==> src/rtl/mem_port_arbiter.sv <==
// mem_port_arbiter
//   Shares one unified memory port between instruction fetch and data access.
//   One transaction at a time: IDLE -> BUSY_I/BUSY_D -> DONE -> IDLE.
//   Contested requests alternate through a round-robin pointer.
//   Optional feature macro: ARB_WATCHDOG_EN adds a busy-cycle watchdog that
//   aborts a stalled access and pulses err together with the owner's ack.
module mem_port_arbiter #(
    parameter int ADDR_W      = 32,
    parameter int DATA_W      = 32,
    parameter int MEM_TIMEOUT = 15
) (
    input  logic              trigger,
    input  logic              rst,
    input  logic              i_req,
    input  logic [ADDR_W-1:0] i_addr,
    output logic              i_ack,
    output logic [DATA_W-1:0] i_rdata,
    input  logic              d_req,
    input  logic              d_we,
    input  logic [ADDR_W-1:0] d_addr,
    input  logic [DATA_W-1:0] d_wdata,
    output logic              d_ack,
    output logic [DATA_W-1:0] d_rdata,
    output logic              mem_en,
    output logic              mem_we,
    output logic [ADDR_W-1:0] mem_addr,
    output logic [DATA_W-1:0] mem_wdata,
    input  logic              mem_rdy,
    input  logic [DATA_W-1:0] mem_rdata,
    output logic              busy,
    output logic              err
);

    localparam logic [1:0] IDLE   = 2'd0;
    localparam logic [1:0] BUSY_I = 2'd1;
    localparam logic [1:0] BUSY_D = 2'd2;
    localparam logic [1:0] DONE   = 2'd3;

    logic [1:0]        state_q,     state_d;
    logic              rr_ptr_q,    rr_ptr_d;     // 0 = data wins a tie, 1 = fetch wins
    logic              own_d_q,     own_d_d;      // 1 = current owner is the data side
    logic              mem_en_q,    mem_en_d;
    logic              mem_we_q,    mem_we_d;
    logic [ADDR_W-1:0] mem_addr_q,  mem_addr_d;
    logic [DATA_W-1:0] mem_wdata_q, mem_wdata_d;
    logic [DATA_W-1:0] i_rdata_q,   i_rdata_d;
    logic [DATA_W-1:0] d_rdata_q,   d_rdata_d;
    logic              i_ack_q,     i_ack_d;
    logic              d_ack_q,     d_ack_d;
    logic              err_q,       err_d;

    logic              grant_data;
    logic              finish;
    logic              aborted;
    logic [DATA_W-1:0] ret_data;

`ifdef ARB_WATCHDOG_EN
    localparam logic [7:0] TIMEOUT_C = 8'(MEM_TIMEOUT);
    logic [7:0] wd_cnt_q, wd_cnt_d;
`endif

    // Next-state logic: grant, completion/abort handling and ack generation
    always_comb begin
        state_d     = state_q;
        rr_ptr_d    = rr_ptr_q;
        own_d_d     = own_d_q;
        mem_en_d    = mem_en_q;
        mem_we_d    = mem_we_q;
        mem_addr_d  = mem_addr_q;
        mem_wdata_d = mem_wdata_q;
        i_rdata_d   = i_rdata_q;
        d_rdata_d   = d_rdata_q;
        i_ack_d     = 1'b0;
        d_ack_d     = 1'b0;
        err_d       = 1'b0;
        grant_data  = 1'b0;
        finish      = 1'b0;
        aborted     = 1'b0;
        ret_data    = mem_rdata;
`ifdef ARB_WATCHDOG_EN
        wd_cnt_d    = wd_cnt_q;
`endif

        case (state_q)
            IDLE: begin
                if (d_req || i_req) begin
                    // Data wins when alone, or when tied and the pointer favours it
                    grant_data = d_req && (!i_req || !rr_ptr_q);
                    if (d_req && i_req) begin
                        rr_ptr_d = !rr_ptr_q;
                    end
                    own_d_d  = grant_data;
                    mem_en_d = 1'b1;
                    if (grant_data) begin
                        mem_we_d    = d_we;
                        mem_addr_d  = d_addr;
                        mem_wdata_d = d_wdata;
                        state_d     = BUSY_D;
                    end else begin
                        mem_we_d    = 1'b0;
                        mem_addr_d  = i_addr;
                        state_d     = BUSY_I;
                    end
`ifdef ARB_WATCHDOG_EN
                    wd_cnt_d = 8'd0;
`endif
                end
            end

            BUSY_I, BUSY_D: begin
                if (mem_rdy) begin
                    finish = 1'b1;
                end
`ifdef ARB_WATCHDOG_EN
                else if (wd_cnt_q >= TIMEOUT_C) begin
                    finish  = 1'b1;
                    aborted = 1'b1;
                end else begin
                    wd_cnt_d = wd_cnt_q + 8'd1;
                end
`endif
                if (finish) begin
                    // An aborted read hands back zero rather than stale bus data
                    ret_data = aborted ? '0 : mem_rdata;
                    mem_en_d = 1'b0;
                    mem_we_d = 1'b0;
                    err_d    = aborted;
                    state_d  = DONE;
                    if (own_d_q) begin
                        d_ack_d = 1'b1;
                        if (!mem_we_q) begin
                            d_rdata_d = ret_data;
                        end
                    end else begin
                        i_ack_d   = 1'b1;
                        i_rdata_d = ret_data;
                    end
                end
            end

            // Requests are deliberately ignored here so a requester can drop
            // its req after seeing ack without getting a second grant.
            default: begin
                state_d = IDLE;
            end
        endcase
    end

    // State and output registers with synchronous reset
    always_ff @(posedge trigger) begin
        if (rst) begin
            state_q     <= IDLE;
            rr_ptr_q    <= 1'b0;
            own_d_q     <= 1'b0;
            mem_en_q    <= 1'b0;
            mem_we_q    <= 1'b0;
            mem_addr_q  <= '0;
            mem_wdata_q <= '0;
            i_rdata_q   <= '0;
            d_rdata_q   <= '0;
            i_ack_q     <= 1'b0;
            d_ack_q     <= 1'b0;
            err_q       <= 1'b0;
        end else begin
            state_q     <= state_d;
            rr_ptr_q    <= rr_ptr_d;
            own_d_q     <= own_d_d;
            mem_en_q    <= mem_en_d;
            mem_we_q    <= mem_we_d;
            mem_addr_q  <= mem_addr_d;
            mem_wdata_q <= mem_wdata_d;
            i_rdata_q   <= i_rdata_d;
            d_rdata_q   <= d_rdata_d;
            i_ack_q     <= i_ack_d;
            d_ack_q     <= d_ack_d;
            err_q       <= err_d;
        end
    end

`ifdef ARB_WATCHDOG_EN
    // Watchdog counter: cleared on grant, counts busy cycles without mem_rdy
    always_ff @(posedge trigger) begin
        if (rst) begin
            wd_cnt_q <= 8'd0;
        end else begin
            wd_cnt_q <= wd_cnt_d;
        end
    end
`endif

    assign i_ack     = i_ack_q;
    assign d_ack     = d_ack_q;
    assign i_rdata   = i_rdata_q;
    assign d_rdata   = d_rdata_q;
    assign mem_en    = mem_en_q;
    assign mem_we    = mem_we_q;
    assign mem_addr  = mem_addr_q;
    assign mem_wdata = mem_wdata_q;
    assign busy      = (state_q != IDLE);
    assign err       = err_q;

endmodule

==> config.mk <==
export PLATFORM = sky130hd
export DESIGN_NAME = mem_port_arbiter
export DESIGN_NICKNAME = d
export VERILOG_FILES = /design/src/rtl/mem_port_arbiter.sv
export SDC_FILE = /design/constraint.sdc
export NUM_CORES = 1
export LEC_CHECK = 0
export BUFFER_PORTS_ARGS = -buffer_cell sky130_fd_sc_hd__clkbuf_2
export CAP_MARGIN = 5
export CORE_ASPECT_RATIO = 0.6
export CORE_MARGIN = 1.5
export CORE_UTILIZATION = 51
export CTS_BUF_LIST = sky130_fd_sc_hd__clkbuf_2 sky130_fd_sc_hd__clkbuf_4 sky130_fd_sc_hd__clkbuf_8
export CTS_CLUSTER_SIZE = 30
export DETAILED_ROUTE_END_ITERATION = 10
export HOLD_SLACK_MARGIN = 0.12
export PLACE_DENSITY_LB_ADDON = 0.15
export SLEW_MARGIN = 20
export SYNTH_ARGS = -nofsm -noshare
export SYNTH_HDL_FRONTEND = slang
export SYNTH_SLANG_ARGS = --single-unit
==> constraint.sdc <==
create_clock -name trigger -period 2.4 [get_ports trigger]
set_input_delay 0.36 -clock trigger [delete_from_list [all_inputs] [get_ports trigger]]
set_output_delay 0.36 -clock trigger [all_outputs]
set_load 0.02 [all_outputs]
* After elaboration in Yosys (flattened, before gate mapping)
Index checks and enable logic that the tools add are counted.
** Word-level totals
- Flip-flop bits (word level) :: 136
- Bits in latches :: 0
- Memory bits (writable) :: 0
- Memory bits (read-only) :: 0
- Output and inout bits :: 134
- Word-level logic and storage cells :: 52
- Memories :: 0
** Cells by class
- Add/sub/neg operators :: 0
- $mul :: 0
- Div/mod/pow operators :: 0
- Magnitude comparators :: 0
- Eq/ne operators :: 4
- Shifts and indexed selects :: 0
- Muxes and demuxes :: 15
- Bitwise gates (word level) :: 4
- Reductions and logical operators :: 18
** Operator list (number)
- 32-bit 2-to-1 mux :: 1
- 3-bit AND reduction :: 4
- 1-bit 2-to-1 mux :: 8
- 2-bit 2-to-1 mux :: 3
- 2-bit inequality test (second input constant) :: 2
- 1-bit inverter :: 4
- 1-bit case mux with 2 select lines :: 2
- 2-bit case mux with 2 select lines :: 1
- 2-bit AND reduction :: 2
- 4-bit AND reduction :: 1
- 2-bit nonzero test :: 2
- 3-bit OR reduction :: 1
- 2-bit by 1-bit equality test with 1-bit output (second input constant) :: 1
- 2-bit equality test (second input constant) :: 1
- 1-bit logical AND :: 2
- 1-bit zero test :: 2
- 2-bit zero test :: 1
- 1-bit logical OR :: 2
- 2-bit OR reduction :: 1

* Logic depth before layout (Yosys ltp)
- Word-level depth :: 6
- Depth in mapped cells :: 8

* Worst setup path after synthesis
Ideal clock, no wire load.
- Path type :: flip-flop to flip-flop
- Start :: reg state_q[0]
- End :: reg state_q[1]
- Setup time :: 69 ps
- Arrival :: 1493 ps
- Required time :: 2331 ps
- Slack :: 838 ps
- Stages on the path, launching flop included :: 7
- Buffers on the path :: 1
- Cell sequence :: dfxtp_1 inv_1 ha_1 buf_4 and2b_1 or4_1 o21ai_1
** Between the ends
- Word-level cells in the longest chain between the ends :: 4
- Elaborated cells between the ends (all ways) :: 8
- Those cells by class :: 4 x eq/ne; 1 x mux; 3 x reduce/logical
** Ends and longest elaborated chain
- from (decl) :: RTL line 39 : logic [1:0] state_q, state_d;
- from (signal assigned) :: RTL line 165 : state_q <= state_d;
- 2-bit by 1-bit equality test with 1-bit output / 2-bit equality test (equally long branches) :: RTL line 84 : case (state_q)
- 2-bit OR reduction :: RTL line 84
- 2-bit inequality test (no line)
- 2-bit AND reduction (no line)
Parallel ways exist; a longest one is shown, timed or not.
A chain may end at the register's enable or synchronous reset.

* Worst setup path after layout
- Start :: reg state_q[0]
- End :: reg mem_wdata_q[13] (netlist: mem_wdata[13])
** Between the ends
- Word-level cells in the longest chain between the ends :: 2
** Ends and longest elaborated chain
- 2-bit zero test :: RTL line 84
- 3-bit AND reduction (no line)
- to (signal assigned) :: RTL line 171 : mem_wdata_q <= mem_wdata_d;
- to (decl) :: RTL line 45 : logic [DATA_W-1:0] mem_wdata_q, mem_wdata_d;
No other way between the ends.

==> out/summary.txt <==
VDD IR max -> 574 uV
RSZ-0062 raised after global routing -> no
Slew Limit Fails -> 0
Yosys reg bits -> 136
Net switching power -> 0.00293 W
Maxcap violations -> 0
Period utilization -> 82.9%
Clock power share -> 25.7%
Area Growth Syn to Fin -> 32.4%
Nets -> 1030
Sequential area share after synthesis -> 51.5%
Hold Buf Count CTS -> 0
CTS root buf -> clkbuf_8
GRT Overall Usage -> 28.8%
Kind of critical path -> reg -> reg
Share of cells above drive strength 1 -> 35.5%
Seq pwr share -> 39.2%
Worst hold margin -> 0.140 ns
Final Hold Vio Count -> 0
Critical path launch point type -> register
DR pass1 iterations -> 5
Syn Nets -> 793
Worst slew margin relative to its limit -> 37.1%
Worst Path Arrival -> 2.30 ns
Most frequent cells in the layout -> 265 x clkbuf_2, 163 x nand2_1, 136 x dfxtp_1
Worst slew pin tran -> 0.944 ns
Top post-synthesis cells by area -> dfxtp_1 52%, a21oi_1 12%, nand2_1 12%
Core area -> 0.00995 sq mm
Commonest non-fill, non-tap cell in the layout -> clkbuf_2
Diodes inserted -> 0
IO Pins -> 268
Sw Share -> 38.2%
TritonCTS Buffers -> 17
Drt wl/cell -> 15.4 um
Mean Syn Cell Area -> 8.04 sq um
Placer congestion estimate -> 0.789
Die H -> 81.8 um
Yosys top cell by area -> dfxtp_1
Internal power -> 0.00474 W
Combinational power share -> 35.1%
Pwr/cell area -> 1100 mW/mm^2
DP HPWL -> 11400 um
Maximum clock insertion buffer count -> 2
Vias in the first global route -> 5110
H-tree depth reported by CTS -> 4
Rows -> 28
Setup Skew -> 0.0132 ns
Minimum clock period after layout -> 1.99 ns
Final setup violation count -> 0
Final wirelength -> 16100 um
Initial DRC Count -> 271
Status -> finished clean
Routed Antenna Nets -> 0
Setup crit end kind -> register
Via/cell ratio -> 5.28
Min-Delay Path Class -> in -> reg
CTS Sinks -> 136
Die area -> 0.0110 sq mm
Global-route wire length before repair -> 24800 um
Fmax -> 502 MHz
CTS-repair resized insts -> 0
Port Buf Inserts -> 266
Remaining Overflow, GRT -> 0
Setup TNS -> 0 ns
Crit path max fanout -> 32
Core Util, Final -> 70.3%
Setup bufs post-CTS -> 0
Largest net degree at the start of global routing -> 54
Via count -> 5501
Die Wd -> 134 um
Gate count of the mapped netlist -> 657
Unique masters post-synth -> 36
Initial antenna violation count -> 0
CTS tree -> yes
Clock transition at path regs -> 0.08 ns
Initial core utilization -> 53.1%
Synth warn -> 0
Mapped Area -> 0.00528 sq mm
# DRC -> 0
Yosys top cell area share -> 51.5%
Leakage -> 3.16 nW
Worst-Skew Late Latency -> 0.44 ns
CP Data Required Time -> 2.71 ns
==> logic make-up (layout without fill, tap and decap cells) <==
group | count (synthesis) | after routing | synth area share (%)
simple gates | 250 | 250 | 19.5
other cells | 1 | 1 | 0.0710
fa+ha+maj | 2 | 2 | 0.474
buf+inv | 62 | 311 | 5.80
flops | 136 | 136 | 51.5
compound gates | 205 | 205 | 22.4
xor+xnor | 1 | 1 | 0.166
==> power groups by stage <==
stage	Clock, W	Sequential [W]	Combinational, W
2_1_floorplan	0	0.00358	0.00128
3_3_place_gp	0	0.00302	0.00259
3_5_place_dp	0	0.00304	0.00268
4_1_cts	0.00199	0.00300	0.00268
5_1_grt	0.00210	0.00306	0.00293
6_report	0.00197	0.00300	0.00269
==> metrics by stage <==
stage / setup WS, ns / cell area [sq um] / power (W) / std cells
4_1_cts: 0.449 / 6990 / 0.00767 / 1041
3_3_place_gp: 0.350 / 6570 / 0.00561 / 1010
2_1_floorplan: 0.838 / 5280 / 0.00486 / 657
3_5_place_dp: 0.458 / 6580 / 0.00572 / 1010
6_report: 0.409 / 6990 / 0.00767 / 1041
5_1_grt: 0.265 / 6990 / 0.00809 / 1041
==> critical path: stages (launching register included) <==
cell and delay [ns]:
dfxtp_1 0.32, inv_1 0.06, ha_1 0.34, nand2_1 0.60, o21ai_0 0.42, a21oi_1 0.12
==> path summary, 6_finish.rpt <==
path	startpoint	to	slack (ns)	cells past startpoint
min	i_addr[8]	mem_addr[8]	0.14	3
max reg2reg	state_q[0]	mem_wdata[13]	0.41	5
max	state_q[0]	mem_wdata[13]	0.41	5
min reg2reg	d_rdata[11]	d_rdata[11]	0.46	2
==> layer usage <==
metal	vias to the layer above	global-route usage (%)	wire, um
met1	2532	33.7	6510
met5	-	0	0
li1	2695	-	-
met3	28	9.51	1340
met2	246	49.7	7930
met4	0	11.4	284
==> flip-flops by register name (all words and copies together), names as in the netlist, 2 cells and up <==
name,flops
mem_wdata,32
i_rdata,32
d_rdata,32
mem_addr,32
state_q,2
==> area by class of cell <==
type | count | area, sq um
clock buffers | 22 | 290
fillers | 858 | 2960
clock inverters | 9 | 123
well taps | 135 | 169
flip-flops and latches | 136 | 2720
multi-input cells | 459 | 2260
repair buffers | 277 | 1420
inverters | 3 | 11.3
==> synthesized netlist by cell type (all sizes together) <==
| master | instances |
|---|---|
| a21bo | 1 |
| nand3b | 1 |
| clkbuf | 32 |
| and4b | 1 |
| conb | 1 |
| nor3 | 1 |
| buf | 27 |
| and2b | 1 |
| or4 | 1 |
| dfxtp | 136 |
| ha | 2 |
| a211oi | 32 |
| nand2 | 163 |
| inv | 3 |
| nor2 | 38 |
| and2 | 2 |
| nand3 | 34 |
| xor2 | 1 |
| nand2b | 2 |
| a21boi | 1 |
| a21oi | 130 |
| a22oi | 1 |
| nor2b | 2 |
| o21a | 1 |
| nor3b | 1 |
| nand4b | 1 |
| o21ai | 39 |
| nand4 | 1 |
| and3b | 1 |
(Power assumes the default switching activity.)
